--- src/rtl/hit_cb_pkg.sv ---
// Shared types, default widths and parity helper for the hit circular buffer.
package hit_cb_pkg;

    localparam int unsigned DATA_WIDTH_DEF = 8;
    localparam int unsigned ADDR_WIDTH_DEF = 7;

    typedef enum logic {
        StIdle,
        StRead
    } state_e;

    // Even parity: the stored bit makes the total number of ones even.
    function automatic logic calc_parity(input logic [63:0] data);
        return ^data;
    endfunction

endpackage

--- src/rtl/hit_cb_mem.sv ---
// Flop-based DEPTH x WIDTH storage: one write port, one registered read port, async clear.
module hit_cb_mem #(
    parameter int unsigned WIDTH      = 8,
    parameter int unsigned ADDR_WIDTH = 7
) (
    input  logic                  i_clk,
    input  logic                  i_rst_n,
    input  logic                  i_we,
    input  logic [ADDR_WIDTH-1:0] i_waddr,
    input  logic [WIDTH-1:0]      i_wdata,
    input  logic                  i_re,
    input  logic [ADDR_WIDTH-1:0] i_raddr,
    output logic [WIDTH-1:0]      o_rdata
);

    localparam int DEPTH = 2 ** ADDR_WIDTH;

    logic [WIDTH-1:0] r_mem [DEPTH];
    logic [WIDTH-1:0] r_rdata;

    always_ff @(posedge i_clk or negedge i_rst_n) begin
        if (!i_rst_n) begin
            for (int i = 0; i < DEPTH; i++) begin
                r_mem[i] <= '0;
            end
        end else if (i_we) begin
            r_mem[i_waddr] <= i_wdata;
        end
    end

    // Non-blocking read returns pre-write content on a same-edge collision.
    always_ff @(posedge i_clk or negedge i_rst_n) begin
        if (!i_rst_n) begin
            r_rdata <= '0;
        end else if (i_re) begin
            r_rdata <= r_mem[i_raddr];
        end
    end

    assign o_rdata = r_rdata;

endmodule

--- src/rtl/hit_cb_ring_buffer.sv ---
// ETROC2 hit circular buffer with L1A window readout.
// Optional stored-word parity check enabled by defining HIT_CB_PARITY_EN.
module hit_cb_ring_buffer
    import hit_cb_pkg::*;
#(
    parameter int unsigned DATA_WIDTH = DATA_WIDTH_DEF,
    parameter int unsigned ADDR_WIDTH = ADDR_WIDTH_DEF,
    parameter int unsigned WIN_WIDTH  = 2
) (
    input  logic                  clk,
    input  logic                  reset,
    input  logic                  wr_en,
    input  logic [DATA_WIDTH-1:0] din,
    input  logic [ADDR_WIDTH-1:0] latency,
    input  logic [WIN_WIDTH-1:0]  win_len,
    input  logic                  l1a,
    output logic [DATA_WIDTH-1:0] dout,
    output logic                  dout_valid,
    output logic                  dout_last,
    output logic                  busy,
    output logic                  l1a_drop,
    output logic [ADDR_WIDTH-1:0] wr_ptr
`ifdef HIT_CB_PARITY_EN
    ,
    output logic                  parity_err
`endif
);

`ifdef HIT_CB_PARITY_EN
    localparam int unsigned MEM_WIDTH = DATA_WIDTH + 1;
`else
    localparam int unsigned MEM_WIDTH = DATA_WIDTH;
`endif

    state_e                r_state;
    logic [ADDR_WIDTH-1:0] r_wr_ptr;
    logic [ADDR_WIDTH-1:0] r_rd_ptr;
    logic [WIN_WIDTH-1:0]  r_remain;
    logic                  r_dout_valid;
    logic                  r_dout_last;
    logic                  r_l1a_drop;

    logic [ADDR_WIDTH-1:0] w_base;
    logic [ADDR_WIDTH-1:0] w_rd_addr;
    logic [WIN_WIDTH-1:0]  w_first_n;
    logic                  w_start;
    logic                  w_rd_en;
    logic                  w_rd_last;
    logic [MEM_WIDTH-1:0]  w_wdata;
    logic [MEM_WIDTH-1:0]  w_rdata;

    assign w_base    = r_wr_ptr - latency;
    assign w_first_n = (win_len == '0) ? '0 : win_len - WIN_WIDTH'(1);
    assign w_start   = (r_state == StIdle) && l1a;
    assign w_rd_en   = w_start || (r_state == StRead);
    assign w_rd_addr = (r_state == StRead) ? r_rd_ptr : w_base;
    assign w_rd_last = w_start ? (w_first_n == '0) : ((r_state == StRead) && (r_remain == '0));

`ifdef HIT_CB_PARITY_EN
    assign w_wdata    = {calc_parity(64'(din)), din};
    assign parity_err = r_dout_valid &&
                        (calc_parity(64'(w_rdata[DATA_WIDTH-1:0])) != w_rdata[DATA_WIDTH]);
`else
    assign w_wdata    = din;
`endif

    hit_cb_mem #(
        .WIDTH      (MEM_WIDTH),
        .ADDR_WIDTH (ADDR_WIDTH)
    ) u_mem (
        .i_clk   (clk),
        .i_rst_n (reset),
        .i_we    (wr_en),
        .i_waddr (r_wr_ptr),
        .i_wdata (w_wdata),
        .i_re    (w_rd_en),
        .i_raddr (w_rd_addr),
        .o_rdata (w_rdata)
    );

    always_ff @(posedge clk or negedge reset) begin
        if (!reset) begin
            r_state      <= StIdle;
            r_wr_ptr     <= '0;
            r_rd_ptr     <= '0;
            r_remain     <= '0;
            r_dout_valid <= 1'b0;
            r_dout_last  <= 1'b0;
            r_l1a_drop   <= 1'b0;
        end else begin
            if (wr_en) begin
                r_wr_ptr <= r_wr_ptr + ADDR_WIDTH'(1);
            end
            r_dout_valid <= w_rd_en;
            r_dout_last  <= w_rd_last;
            r_l1a_drop   <= (r_state == StRead) && l1a;
            case (r_state)
                StIdle: begin
                    // First word is read in the l1a cycle; single-word windows never leave idle.
                    if (l1a && (w_first_n != '0)) begin
                        r_rd_ptr <= w_base + ADDR_WIDTH'(1);
                        r_remain <= w_first_n - WIN_WIDTH'(1);
                        r_state  <= StRead;
                    end
                end
                StRead: begin
                    if (r_remain == '0) begin
                        r_state <= StIdle;
                    end else begin
                        r_remain <= r_remain - WIN_WIDTH'(1);
                        r_rd_ptr <= r_rd_ptr + ADDR_WIDTH'(1);
                    end
                end
                default: r_state <= StIdle;
            endcase
        end
    end

    assign dout       = w_rdata[DATA_WIDTH-1:0];
    assign dout_valid = r_dout_valid;
    assign dout_last  = r_dout_last;
    assign busy       = w_rd_en;
    assign l1a_drop   = r_l1a_drop;
    assign wr_ptr     = r_wr_ptr;

endmodule

--- config.mk ---
export PLATFORM = sky130hd
export DESIGN_NAME = hit_cb_ring_buffer
export DESIGN_NICKNAME = d
export VERILOG_FILES = /design/src/rtl/hit_cb_pkg.sv /design/src/rtl/hit_cb_mem.sv /design/src/rtl/hit_cb_ring_buffer.sv
export SDC_FILE = /design/constraint.sdc
export NUM_CORES = 2
export LEC_CHECK = 0
export ABC_CLOCK_PERIOD_IN_PS = 4300
export BUFFER_PORTS_ARGS = -buffer_cell sky130_fd_sc_hd__buf_4
export CORE_ASPECT_RATIO = 0.9
export CORE_MARGIN = 2
export CORE_UTILIZATION = 45
export DETAILED_ROUTE_END_ITERATION = 12
export PLACE_DENSITY = 0.61
export SLEW_MARGIN = 10
export SYNTH_ARGS = -nofsm -noshare
export SYNTH_HDL_FRONTEND = slang
export SYNTH_SLANG_ARGS = --single-unit
--- constraint.sdc ---
create_clock -name clk -period 4.3 [get_ports clk]
set_clock_uncertainty 0.2 [all_clocks]
set_input_delay 0.215 -clock clk [delete_from_list [all_inputs] [get_ports clk]]
set_output_delay 0.215 -clock clk [all_outputs]
set_load 0.03 [all_outputs]
==> qor.yml <==
run_status:
  status: "complete, no violations"
cts:
  cts_tree: "done"
  h-tree-depth: 3
  cts_buffers: 111
  cts_root_buffer: "clkbuf_16"
  clk_path_buf_depth: 3
  clk_pin_slew_worst_paths_ns: 0.06
  post-cts-setup-buffers: 0
  clk_latency_ns: 0.72
  clock_sinks: 1052
cells_and_area:
  n_fill_cell: 9527
  finish.instance_area_um2: 56300
  final-seq-area_um2: 26300
  syn2layout_area_growth_pct: 13.7
  layout-drive-gt1-share_pct: 35.1
  multi_input_area_um2: 21900
  finalNetCount: 4283
  post-route-util_pct: 51.5
setup_path:
  end_kind: "register"
  arrival_ns: 4.72
  rrSetupSlack_ns: 0.04
  worst-setup-path-type: "register to register"
  cp_max_fo: 9
  worstReg2RegStart: "wr_ptr[0]$_DFFE_PN0P_"
  rr_endpoint: "u_mem.o_rdata[5]$_DFFE_PN0P_"
  crit_path_start: "wr_ptr[0]$_DFFE_PN0P_"
  rr_worst_depth: 12
  worstPathRequired_ns: 4.75
  cp-start-kind: "register"
logic_synthesis:
  synthCells: 4196
  syn_area_um2: 49500
  ys_seq_area_share_pct: 53.2
  synth-simple-area-share_pct: 11.9
  synth_fp_nets: 4226
  synth_edf_count: 0
  ys.flop_type: "dfrtp_1"
  muxShareOfSynthArea_pct: 27.9
  synth_fa_ha_area_share_pct: 0.243
  yosysWarnings: 0
  syn_area_per_cell_um2: 11.8
  synth_xor_area_share_pct: 0.263
  synth-async-reset-ratio_pct: 100
  synth_top_family_by_area: "multiplexers"
  synth_cell_types: 69
  ys_ff_latch: 1052
  synth_compound_area_share_pct: 3.57
sta:
  fmax_ghz: 0.235
  relSlewSlack_pct: 24.1
  drv_slew: 0
  finalHoldViolations: 0
  rsz0062_at_grt: "no"
  setup-violations-final: 0
  final.setup.worst_slack_ns: 0.0368
  period_minus_slack_ns: 4.26
  worst_slew_pin_slew_ns: 1.13
  period_share_pct: 99.1
floorplan:
  start_util_pct: 45.3
  core_area_um2: 109000
  die_w_um: 354
  die_h_um: 319
  num_rows: 115
  dieArea_um2: 113000
  io_pins: 40
global_routing:
  grt_pass1_wl_um: 230000
  overflow: 0
  grt_max_degree: 129
  antenna_found_initial: 6
  grt_usage_pct: 26.7
  grt_pass1_vias: 34700
detailed_routing:
  wirelength_um: 151000
  dr.pass1.iters: 6
  routed-via-count: 34800
  wire_per_inst_um: 26.1
  drt_iter0_drc: 3853
  ant_nets: 0
  remaining_drc_errors: 0
  viasPerCell: 6.00
placed_design:
  place_hpwl_um: 96200
  placed_area_um2: 52400
  finalWeightedCongestion: 0.873
  place_ws_ns: -0.0372
  port_buffers: 39
power_and_ir_drop:
  ir_worst_vdd_v: 0.000566
  power.density_nw_per_um2: 764
  power_leakage_nw: 26.6
job:
  cap_viol_max_count: 0
worst_hold_path:
  hold_path.class: "input port to async pin"
## cells in the final DEF, fill, tap and decap left out, types with 19 or more instances in the layout
master     count
a32oi_1       45
nor2_1        55
mux4_2        35
nand4_1       47
clkinv_2      21
a21oi_1       33
clkbuf_16    112
o21ai_0       23
and3_1        33
buf_4        200
mux2i_1      141
nand2_1      801
clkbuf_8      28
nand3_1      337
mux2_2      1032
buf_12        43
clkbuf_1      25
a31oi_1       19
dfrtp_1     1052
a311oi_1      28
## cell families after synthesis
family | Yosys count
flip-flops | 1052
multiplexers | 1209
AO/OA/AOI/OAI | 238
buffers and inverters | 323
adder cells (fa/ha/maj) | 9
AND/OR/NAND/NOR | 1351
XOR/XNOR | 14
## how the worst max path moves through the flow
stage,to
after floorplan,r_rd_ptr[6]$_DFFE_PN0P_
after global placement,u_mem.o_rdata[2]$_DFFE_PN0P_
after detailed placement,u_mem.o_rdata[2]$_DFFE_PN0P_
after CTS,u_mem.o_rdata[6]$_DFFE_PN0P_
after global routing,u_mem.o_rdata[4]$_DFFE_PN0P_
final,u_mem.o_rdata[5]$_DFFE_PN0P_
## flip-flops by register name, summed over array words and instances, names as in the netlist
register and flops:
r_rd_ptr 7, dout_valid 1, u_mem.o_rdata 8, r_remain 2, dout_last 1, u_mem.r_mem 1024, wr_ptr 7, l1a_drop 1
r_state 1
## stage by stage
stage / setup TNS, ns / hold slack, ns / cells / total power, mW
after floorplan: 0 / -0.281 / 4196 / 24.0
after global placement: -0.0339 / 0.178 / 5593 / 32.7
after detailed placement: -0.0372 / 0.173 / 5593 / 32.9
after CTS: 0 / 0.00611 / 5804 / 42.7
after global routing: 0 / 0.0255 / 5804 / 44.7
final: 0 / 0.000666 / 5807 / 43.0
## Yosys cell counts, types with 4 or more instances
cell      number  share of area (%)
o21ai_1        5              0.051
a311oi_1      29               0.51
clkbuf_1     176                1.3
a21oi_1       33               0.33
nand4_1       47               0.59
o31ai_1        4              0.061
ha_1           8               0.20
xnor2_1        9               0.16
nand2_1      801                6.1
buf_4         20               0.30
or4_1          6              0.091
nor4_1         5              0.063
dfrtp_1     1052                 53
buf_1          9              0.068
nand2b_1      11               0.14
o21ai_0       23               0.23
o22ai_1       10               0.13
nor3_1        19               0.19
a21o_1         5              0.076
a31oi_1       21               0.27
mux2_2      1032                 23
a221oi_1       7               0.12
mux2i_1      142                2.9
a211oi_1       4              0.061
or2_2          5              0.063
nor2_1        62               0.47
and2_1         4              0.051
xor2_1         4              0.071
o211ai_1      15               0.23
a32oi_1       45               0.80
buf_2         99                1.0
nor2b_1        6              0.076
nand3_1      337                3.4
o32ai_1        6               0.11
mux4_2        35                1.6
a211o_1        4              0.071
and3_1        34               0.43
inv_1         11              0.083
buf_6          5               0.11
## timing repair
item / 4_1_cts / 5_1_grt
gates cloned: 0 / 0
endpoints found under the hold margin: 146 / 0
hold buffers: 9 / 0
setup endpoints to repair: 1 / 4
gates resized for setup: 1 / 4
## critical path: stages (launching register included)
cell and delay [ns]:
dfrtp_1 0.37, inv_1 0.11, ha_1 0.18, inv_1 0.06
fa_1 0.46, a21o_1 0.21, a211oi_1 0.61, or2_2 0.24
a21oi_1 0.07, o21ai_1 0.59, o22ai_1 0.36, o31ai_1 0.56
a211o_1 0.17
## area by class of cell
| class | count | area share (%) |
|---|---|---|
| Sequential cell | 1052 | 46.8 |
| Timing Repair Buffer | 253 | 4.39 |
| Clock buffer | 165 | 5.83 |
| Inverter | 14 | 0.111 |
| Tap cell | 1462 | 3.25 |
| Multi-Input combinational cell | 2821 | 38.9 |
| Antenna cell | 3 | 0.0133 |
| Clock inverter | 37 | 0.707 |
## power by group
| group | leakage (nW) | switching (mW) | internal (mW) |
|---|---|---|---|
| combinational | 10.4 | 13.2 | 7.41 |
| sequential | 14.4 | 0.991 | 11.6 |
| clock | 1.82 | 4.13 | 5.63 |
| total | 26.6 | 18.3 | 24.7 |
## routing by layer
| layer | global-route usage (%) | part of all wire [%] |
|---|---|---|
| met3 | 4.34 | 6.7 |
| met4 | 9.29 | 3.6 |
| met5 | 0 | 0.022 |
| met2 | 40.2 | 45 |
| met1 | 39.2 | 45 |
Note: power is estimated with default switching activity, not from simulation.
